## src/rtl/is_pkg.sv

```systemverilog
// Shared constants for the issue-to-RF receive stage: packet field positions,
// functional-unit ready bit indices and the ALU1 branch-tracking state type.
package is_pkg;

  localparam int unsigned IS_INST_WIDTH    = 66;
  localparam int unsigned ISQ_DEPTH        = 64;
  localparam int unsigned ISQ_IDX_BITS_NUM = 6;

  localparam int unsigned PKT_VLD_BIT = 65;
  localparam int unsigned PKT_IDX_MSB = 64;
  localparam int unsigned PKT_IDX_LSB = 59;
  localparam int unsigned PKT_BR_MSB  = 20;
  localparam int unsigned PKT_BR_LSB  = 19;
  localparam int unsigned PKT_JMP_BIT = 18;

  localparam int unsigned FUN_MUL_BIT  = 0;
  localparam int unsigned FUN_ADD1_BIT = 1;
  localparam int unsigned FUN_ADD2_BIT = 2;
  localparam int unsigned FUN_ADR_BIT  = 3;

  typedef logic [0:0] br_state_t;
  localparam br_state_t StIdle   = 1'b0;
  localparam br_state_t StBrPend = 1'b1;

endpackage

```

## src/rtl/iss_port_reg.sv

```systemverilog
// One RF-stage packet register: loads an accepted packet, holds under stall,
// and drops only the valid bit on flush so the payload stays observable.
module iss_port_reg #(
  parameter int unsigned Width  = 66,
  parameter int unsigned VldBit = 65
) (
  input  logic             clk,
  input  logic             rst_n,
  input  logic             flush,
  input  logic             hold,
  input  logic             load,
  input  logic [Width-1:0] pkt_in,
  output logic [Width-1:0] pkt_out
);

  logic [Width-1:0] pkt_d;
  logic [Width-1:0] pkt_q;

  always_comb begin
    pkt_d = '0;
    if (flush) begin
      pkt_d         = pkt_q;
      pkt_d[VldBit] = 1'b0;
    end else if (hold) begin
      pkt_d = pkt_q;
    end else if (load) begin
      pkt_d = pkt_in;
    end
  end

  always_ff @(posedge clk) begin
    if (!rst_n) begin
      pkt_q <= '0;
    end else begin
      pkt_q <= pkt_d;
    end
  end

  assign pkt_out = pkt_q;

endmodule

```

## src/rtl/rf_iss_rcv.sv

```systemverilog
// RF-stage receiver for the four issue ports: gates acceptance on unit readiness,
// tracks multiplier occupancy and defers ALU1 issue behind an unresolved branch.
module rf_iss_rcv #(
  parameter int unsigned IS_INST_WIDTH    = is_pkg::IS_INST_WIDTH,
  parameter int unsigned ISQ_DEPTH        = is_pkg::ISQ_DEPTH,
  parameter int unsigned ISQ_IDX_BITS_NUM = is_pkg::ISQ_IDX_BITS_NUM,
  parameter int unsigned MULT_LAT         = 3
) (
  input  logic                     clk,
  input  logic                     rst_n,
  input  logic [IS_INST_WIDTH-1:0] mul_ins_to_rf,
  input  logic [IS_INST_WIDTH-1:0] alu1_ins_to_rf,
  input  logic [IS_INST_WIDTH-1:0] alu2_ins_to_rf,
  input  logic [IS_INST_WIDTH-1:0] adr_ins_to_rf,
  input  logic                     stall_frm_exe,
  input  logic                     mem_stall,
  input  logic                     flush,
  input  logic                     br_res_vld,
  output logic [IS_INST_WIDTH-1:0] mul_ins_rf,
  output logic [IS_INST_WIDTH-1:0] alu1_ins_rf,
  output logic [IS_INST_WIDTH-1:0] alu2_ins_rf,
  output logic [IS_INST_WIDTH-1:0] adr_ins_rf,
  output logic [3:0]               fun_rdy_frm_exe,
  output logic [ISQ_DEPTH-1:0]     clr_br_wat
);

  import is_pkg::*;

  localparam logic [1:0] MulReload = 2'(MULT_LAT - 1);
  localparam logic [ISQ_DEPTH-1:0] OneHotBase = {{(ISQ_DEPTH-1){1'b0}}, 1'b1};

  logic [1:0]                  mul_cnt_d, mul_cnt_q;
  br_state_t                   br_state_d, br_state_q;
  logic [ISQ_IDX_BITS_NUM-1:0] br_idx_d, br_idx_q;
  logic [ISQ_DEPTH-1:0]        clr_d, clr_q;

  logic acc_mul, acc_alu1, acc_alu2, acc_adr;
  logic alu1_is_br;
  logic adr_hold;

  // Readiness is a pure function of current occupancy and the stall inputs.
  always_comb begin
    fun_rdy_frm_exe               = 4'b0000;
    fun_rdy_frm_exe[FUN_MUL_BIT]  = !stall_frm_exe && (mul_cnt_q == 2'd0);
    fun_rdy_frm_exe[FUN_ADD1_BIT] = !stall_frm_exe && (br_state_q == StIdle);
    fun_rdy_frm_exe[FUN_ADD2_BIT] = !stall_frm_exe;
    fun_rdy_frm_exe[FUN_ADR_BIT]  = !stall_frm_exe && !mem_stall;
  end

  always_comb begin
    acc_mul  = mul_ins_to_rf[PKT_VLD_BIT]  && fun_rdy_frm_exe[FUN_MUL_BIT]  && !flush;
    acc_alu1 = alu1_ins_to_rf[PKT_VLD_BIT] && fun_rdy_frm_exe[FUN_ADD1_BIT] && !flush;
    acc_alu2 = alu2_ins_to_rf[PKT_VLD_BIT] && fun_rdy_frm_exe[FUN_ADD2_BIT] && !flush;
    acc_adr  = adr_ins_to_rf[PKT_VLD_BIT]  && fun_rdy_frm_exe[FUN_ADR_BIT]  && !flush;
    alu1_is_br = (alu1_ins_to_rf[PKT_BR_MSB:PKT_BR_LSB] != 2'b00) ||
                 alu1_ins_to_rf[PKT_JMP_BIT];
    adr_hold = stall_frm_exe || mem_stall;
  end

  // Occupancy keeps counting down through stalls; only flush cuts it short.
  always_comb begin
    mul_cnt_d = mul_cnt_q;
    if (flush) begin
      mul_cnt_d = 2'd0;
    end else if (acc_mul) begin
      mul_cnt_d = MulReload;
    end else if (mul_cnt_q != 2'd0) begin
      mul_cnt_d = mul_cnt_q - 2'd1;
    end
  end

  always_comb begin
    br_state_d = br_state_q;
    br_idx_d   = br_idx_q;
    clr_d      = '0;
    case (br_state_q)
      StIdle: begin
        if (acc_alu1 && alu1_is_br) begin
          br_state_d = StBrPend;
          br_idx_d   = alu1_ins_to_rf[PKT_IDX_LSB +: ISQ_IDX_BITS_NUM];
        end
      end
      StBrPend: begin
        if (flush) begin
          br_state_d = StIdle;
        end else if (br_res_vld) begin
          br_state_d = StIdle;
          clr_d      = OneHotBase << br_idx_q;
        end
      end
      default: br_state_d = StIdle;
    endcase
  end

  always_ff @(posedge clk) begin
    if (!rst_n) begin
      mul_cnt_q  <= 2'd0;
      br_state_q <= StIdle;
      br_idx_q   <= '0;
      clr_q      <= '0;
    end else begin
      mul_cnt_q  <= mul_cnt_d;
      br_state_q <= br_state_d;
      br_idx_q   <= br_idx_d;
      clr_q      <= clr_d;
    end
  end

  assign clr_br_wat = clr_q;

  iss_port_reg #(
    .Width (IS_INST_WIDTH),
    .VldBit(PKT_VLD_BIT)
  ) u_mul_reg (
    .clk    (clk),
    .rst_n  (rst_n),
    .flush  (flush),
    .hold   (stall_frm_exe),
    .load   (acc_mul),
    .pkt_in (mul_ins_to_rf),
    .pkt_out(mul_ins_rf)
  );

  iss_port_reg #(
    .Width (IS_INST_WIDTH),
    .VldBit(PKT_VLD_BIT)
  ) u_alu1_reg (
    .clk    (clk),
    .rst_n  (rst_n),
    .flush  (flush),
    .hold   (stall_frm_exe),
    .load   (acc_alu1),
    .pkt_in (alu1_ins_to_rf),
    .pkt_out(alu1_ins_rf)
  );

  iss_port_reg #(
    .Width (IS_INST_WIDTH),
    .VldBit(PKT_VLD_BIT)
  ) u_alu2_reg (
    .clk    (clk),
    .rst_n  (rst_n),
    .flush  (flush),
    .hold   (stall_frm_exe),
    .load   (acc_alu2),
    .pkt_in (alu2_ins_to_rf),
    .pkt_out(alu2_ins_rf)
  );

  iss_port_reg #(
    .Width (IS_INST_WIDTH),
    .VldBit(PKT_VLD_BIT)
  ) u_adr_reg (
    .clk    (clk),
    .rst_n  (rst_n),
    .flush  (flush),
    .hold   (adr_hold),
    .load   (acc_adr),
    .pkt_in (adr_ins_to_rf),
    .pkt_out(adr_ins_rf)
  );

endmodule

```

## config.mk

```make
export PLATFORM = sky130hd
export DESIGN_NAME = rf_iss_rcv
export DESIGN_NICKNAME = d
export VERILOG_FILES = /design/src/rtl/is_pkg.sv /design/src/rtl/iss_port_reg.sv /design/src/rtl/rf_iss_rcv.sv
export SDC_FILE = /design/constraint.sdc
export NUM_CORES = 1
export LEC_CHECK = 0
export ABC_AREA = 1
export CORE_AREA = 4 4 235 237
export DETAILED_ROUTE_END_ITERATION = 12
export DIE_AREA = 0 0 239 241
export PLACE_DENSITY_LB_ADDON = 0.2
export REMOVE_ABC_BUFFERS = 1
export SLEW_MARGIN = 40
export SYNTH_ARGS = -nofsm -noshare
export SYNTH_HDL_FRONTEND = slang
export SYNTH_SLANG_ARGS = --single-unit
export TNS_END_PERCENT = 10
```

## constraint.sdc

```tcl
create_clock -name clk -period 1.2 [get_ports clk]
set_input_delay 0.24 -clock clk [delete_from_list [all_inputs] [get_ports clk]]
set_output_delay 0.24 -clock clk [all_outputs]
set_load 0.05 [all_outputs]
```

==> results of run 1 <==
==> final cells by class <==
| class | instances | area (um^2) | share of cell area (%) |
|---|---|---|---|
| Multi-Input combinational cell | 938 | 4470 | 17.9 |
| Tap cell | 696 | 871 | 3.48 |
| Sequential cell | 337 | 7210 | 28.8 |
| Clock buffer | 52 | 1140 | 4.55 |
| Inverter | 19 | 78.8 | 0.315 |
| Antenna cell | 4 | 10.0 | 0.0401 |
| Clock inverter | 17 | 318 | 1.27 |
| Timing Repair Buffer | 734 | 10900 | 43.6 |
==> worst register-to-register path: cells and delay by family (launching register included) <==
| kind | cells | cell delay, ns |
|---|---|---|
| AND/OR/NAND/NOR | 2 | 0.25 |
| buffers and inverters | 4 | 0.60 |
| AO/OA/AOI/OAI | 1 | 0.13 |
| flip-flops | 1 | 0.34 |
==> power by group through the flow <==
stage | Clock (mW) | Combinational [mW] | Sequential, mW
final | 13.4 | 4.43 | 11.7
after CTS | 13.8 | 4.34 | 11.7
after floorplan | 0 | 0.712 | 12.7
after detailed placement | 0 | 4.31 | 12.0
after global routing | 14.2 | 4.66 | 11.7
after global placement | 0 | 4.29 | 11.9
==> routing by layer <==
layer	GRT usage (%)	wire (um)	vias to the layer above
met4	4.88	1450	0
met5	0	0	-
met2	29.4	26600	422
met3	5.03	3900	88
met1	19.7	20600	5968
li1	-	-	6100
==> flip-flops by register name (all words and copies together) (netlist names) <==
name	count
u_alu2_reg.pkt_out	66
u_adr_reg.pkt_out	66
br_state_q	1
clr_br_wat	64
mul_cnt_q	2
u_alu1_reg.pkt_out	66
br_idx_q	6
u_mul_reg.pkt_out	66
==> worst paths after layout <==
path	to	slack, ns
hold / removal	u_alu2_reg.pkt_out[65]	0.14
setup reg to reg	u_mul_reg.pkt_out[58]	-0.20
hold reg to reg	u_mul_reg.pkt_out[42]	0.48
setup / recovery	fun_rdy_frm_exe[0]	-0.34
==> synthesized netlist by cell type <==
cell type,n,area [um^2]
nor2_1,82,308
buf_2,41,205
a21oi_1,272,1360
nand4_1,156,976
buf_4,8,60.1
nor2_4,1,11.3
clkbuf_1,74,278
nand2_2,1,6.26
nor2_2,1,6.26
nand3_1,16,80.1
nand2_1,404,1520
nor3_1,4,20.0
o21ai_0,1,5.00
inv_2,3,11.3
dfxtp_1,337,6750
inv_1,16,60.1
buf_1,7,26.3
==> cell families (layout without fill, tap and decap cells) <==
kind of cell	after synthesis	after routing
flip-flops	337	337
AO/OA/AOI/OAI	273	273
AND/OR/NAND/NOR	665	665
buffers and inverters	149	822
other	0	4
==> what timing repair did <==
action / CTS / global route
gates cloned: 0 / 7
setup endpoints to repair: 410 / 581
pin swaps: 7 / 18
resized for setup: 346 / 56
setup buffers: 5 / 12
==> metrics, run 1 <==
status finished with violations; failing checks negative setup slack; Total GRT Usage 16.7%; crit share post-route 128%; vias in the first global route 12300; row count 85; crit path from mul_cnt_q[1]; Clock Sink Count 337; Hold Path Depth 4; placed cell count 2700; Net Switching 7.24 mW; iteration count of the initial detailed-routing pass 5; DRC 0; WL/cell 18.8 um; initial antenna violation count 3; Fin Setup TNS -30.22 ns; unrepaired setup endpoints after global routing true; Ys Warns 0; largest net degree at the start of global routing 60; Leakage 9.13 nW; via/cell ratio 4.50; placed cell areas 0.0226 mm^2; Hold Startpoint stall_frm_exe; Worst EP arrival 1.30 ns; wirelength, routed 52.6 mm; min Tclk post-route 1.54 ns; global-route wire length before repair 75.4 mm; buffers added on ports 601; Placement Setup Slack -0.656 ns; share of cells above drive strength 1 43.4%; VDD IR max 1.00 mV; Final #Nets 2340; HPWL after DPL 39.0 mm; CP Data Required Time 0.96 ns; post-synth cell types 17; Crit path depth 3; Core Util, Final 46.9%; initial core utilization 21.9%; Tightest Hold Check Type in -> reg; sequential power share 39.7%; via count 12600; commonest non-fill, non-tap cell in the layout nand2_1; cells on worst reg2reg path 7; H-tree levels 2; overall power 29.6 mW; Die H 241 um; max-slew violation count 0; most frequent cells in the layout 402 x nand2_1, 366 x buf_12, 312 x dfxtp_2; largest family of logic cells by synthesized area simple AND/OR/NAND/NOR gates; Antenna Violating Nets Remaining 0; worst path bufs/invs 2; count of max-cap constraint violations 0; Synth Area in Adders 0%; core outline area 0.0533 mm^2; non-filler cells, final 2797; gpl congestion 0.815; Clock Pin Slew Worst Setup and Hold Paths 0.06 ns; final setup fails 394; # fillers 4891; post-synthesis cell area 0.0117 mm^2; sequential share of the synthesized area 57.8%; slowest stage delay, CP 0.34 ns; Area Growth Syn to Fin 114%; Final Skew 0.00866 ns; clock buffer depth 3; Worst-Margin Slew 0.315 ns; hold_ws 0.136 ns; xor/xnor share of the synthesized area 0%; GR Overflow Total 0; worst r2r src mul_cnt_q[1]; CP endpoint kind primary output; crit-path cells nor3_2, buf_4, buf_12; final worst slack -0.336 ns; flop and latch count out of synthesis 337; Post-Synthesis Cells 1424; Cell Int Power 22.3 mW; Comb pwr share 15.0%; worst skew pair latency 0.54 ns; Chip Width 239 um; clock root buffer clkbuf_16; hold buffer count at cts 0; # IOs 602; Sw Ratio 24.5%; Post-Synth Simple-Gate Area 25.0%; CP delay by family, top flip-flops; post-route cell area 0.0250 mm^2; Fmax achieved 0.651 GHz; CP Class reg -> out; Slew HR 79.0%; startpoint types flip-flop; Inserted Clock Buffers 40; CP max FO 2; slowest CP cell dfxtp_4; Syn Area/Cell 8.20 um^2; pwr/cell area 1180 mW/mm^2; Initial DRC Count 646; clock network power share 45.3%; Synth Area in Compound Gates 11.7%; CTS tree yes; Die ar. 0.0576 mm^2; mux cell area share after synthesis 0%; final hold violations 0
No activity file was read; power rests on OpenSTA's default activity.
==> run 2: changes to the inputs <==
==> constraint.sdc (replaced) <==
create_clock -name clk -period 1.9 [get_ports clk]
set_input_delay 0.38 -clock clk [delete_from_list [all_inputs] [get_ports clk]]
set_output_delay 0.38 -clock clk [all_outputs]
set_load 0.05 [all_outputs]
==> run 2 against run 1 <==
Net effect:
- the flow now finishes without violations
- sequential share of layout area up 5.4 points
- register-to-register slack better by 0.55 ns
- global-route usage down 0.87 points
- core utilization down 9.9 points
- sequential power down 37%
- combinational power down 49%
- count of clock-buffer cells in the layout up 8
- die area unchanged
- first-iteration DRC count down 15%
- non-clock buffer count down 52
- design area down 21%
- critical endpoint is now mul_ins_rf[23]
==> metrics, run 2 (same netlist as run 1, synthesis figures left out) <==
status completed; Crit path depth 1; placed cell count 2672; Slew HR 56.5%; slowest stage delay, CP 0.54 ns; placed cell areas 0.0186 mm^2; Die H 241 um; core outline area 0.0533 mm^2; Inserted Clock Buffers 41; via/cell ratio 4.39; unrepaired setup endpoints after global routing false; CP delay by family, top buffers and inverters; Chip Width 239 um; Net Switching 4.41 mW; Register-to-Register Setup Slack 0.35 ns; sequential power share 42.9%; WL/cell 17.8 um; CTS tree yes; VDD IR max 0.647 mV; Worst-Margin Slew 0.648 ns; cells on worst reg2reg path 4; worst skew pair latency 0.54 ns; final setup fails 0; CP endpoint kind primary output; Hold Path Depth 4; Tightest Hold Check Type in -> reg; Antenna Violating Nets Remaining 0; CP Class reg -> out; Clock Sink Count 337; vias in the first global route 11900; clock buffer depth 3; global-route wire length before repair 71.9 mm; most frequent cells in the layout 403 x nand2_1, 337 x dfxtp_1, 272 x a21oi_1; min Tclk post-route 1.82 ns; clock root buffer clkbuf_16; pwr/cell area 865 mW/mm^2; largest net degree at the start of global routing 119; Worst Setup EP mul_ins_rf[23]; DRC 0; Total GRT Usage 15.8%; gpl congestion 0.812; HPWL after DPL 36.4 mm; wirelength, routed 48.9 mm; CP Data Required Time 1.52 ns; crit share post-route 95.9%; Initial DRC Count 549; hold buffer count at cts 0; initial antenna violation count 3; Final Skew 0.00594 ns; H-tree levels 2; final hold violations 0; CP max FO 2; slowest CP cell dlygate4sd2_1; count of max-cap constraint violations 0; crit-path cells dlygate4sd2_1; Comb pwr share 13.3%; clock network power share 43.8%; Final #Nets 2289; worst path bufs/invs 1; Worst EP arrival 1.44 ns; end of the worst register-to-register path clr_br_wat[47]; Fmax achieved 0.549 GHz; worst r2r src br_idx_q[2]; Area Growth Syn to Fin 68.9%; crit path from u_mul_reg.pkt_out[23]; max-slew violation count 0; post-route cell area 0.0197 mm^2; initial core utilization 21.9%; via count 12100; GR Overflow Total 0; Clock Pin Slew Worst Setup and Hold Paths 0.06 ns; Leakage 8.01 nW; Die ar. 0.0576 mm^2; row count 85; hold_ws 0.387 ns; startpoint types flip-flop; iteration count of the initial detailed-routing pass 6; # IOs 602; Core Util, Final 37.0%; commonest non-fill, non-tap cell in the layout nand2_1; buffers added on ports 601; share of cells above drive strength 1 16.0%; Fin Setup TNS 0 ns; Cell Int Power 12.6 mW; Sw Ratio 25.9%; non-filler cells, final 2749
==> run 2: cell count changes in the layout (fill, tap and decap cells not counted), sizes merged, moves of 2 or more <==
cell	previous run	this run
dlymetal6s2s	2	0
dlygate4sd2	1	158
bufinv	9	2
buf	461	258
clkdlybuf4s50	263	266
clkinv	5	7
==> run 2: worst min path at each step <==
stage / slack (ns) / endpoint / start
floorplan: 0.45 / mul_cnt_q[1] / mul_cnt_q[1]
global placement: 0.45 / u_alu1_reg.pkt_out[45] / u_alu1_reg.pkt_out[45]
finish: 0.39 / u_adr_reg.pkt_out[65] / adr_ins_to_rf[65]
global route: 0.35 / u_alu2_reg.pkt_out[22] / alu2_ins_to_rf[22]
detailed placement: 0.45 / u_alu2_reg.pkt_out[56] / u_alu2_reg.pkt_out[56]
CTS: 0.33 / u_adr_reg.pkt_out[65] / adr_ins_to_rf[65]
==> run 2: per-layer routing <==
layer	track usage (%)	part of all wire (%)	up-vias
li1	-	-	6008
met1	18.9	40	5588
met2	27.4	50	403
met3	4.23	7.3	74
met4	5.77	2.9	0
met5	0	0	-
==> run 2: layout make-up <==
cell class / instances / area, um^2
clock buffers: 60 / 1150
clock inverters: 12 / 118
flip-flops and latches: 337 / 6750
multi-input cells: 938 / 4330
inverters: 19 / 78.8
repair buffers: 682 / 6420
well taps: 696 / 871
fillers: 5562 / 33600
diodes: 5 / 12.5
==> run 2: what timing repair did <==
item                                    CTS  global route
endpoints found under the setup margin  159             0
endpoints found under the hold margin     0             0
setup buffers                             0             0
resized for setup                       159             0
==> run 2: stage by stage <==
step | power, mW | setup WS [ns]
floorplan | 8.44 | -3.37
global placement | 9.78 | -0.274
detailed placement | 9.79 | -0.245
CTS | 17.4 | 0.0291
global route | 17.8 | 0.00983
finish | 17.1 | 0.0786
==> run 2: power by group through the flow <==
stage	Combinational (mW)	Clock, mW	Sequential, mW
after floorplan	0.449	0	7.99
after global placement	2.31	0	7.46
after detailed placement	2.32	0	7.47
after CTS	2.29	7.76	7.32
after global routing	2.41	8.02	7.33
final	2.27	7.47	7.32
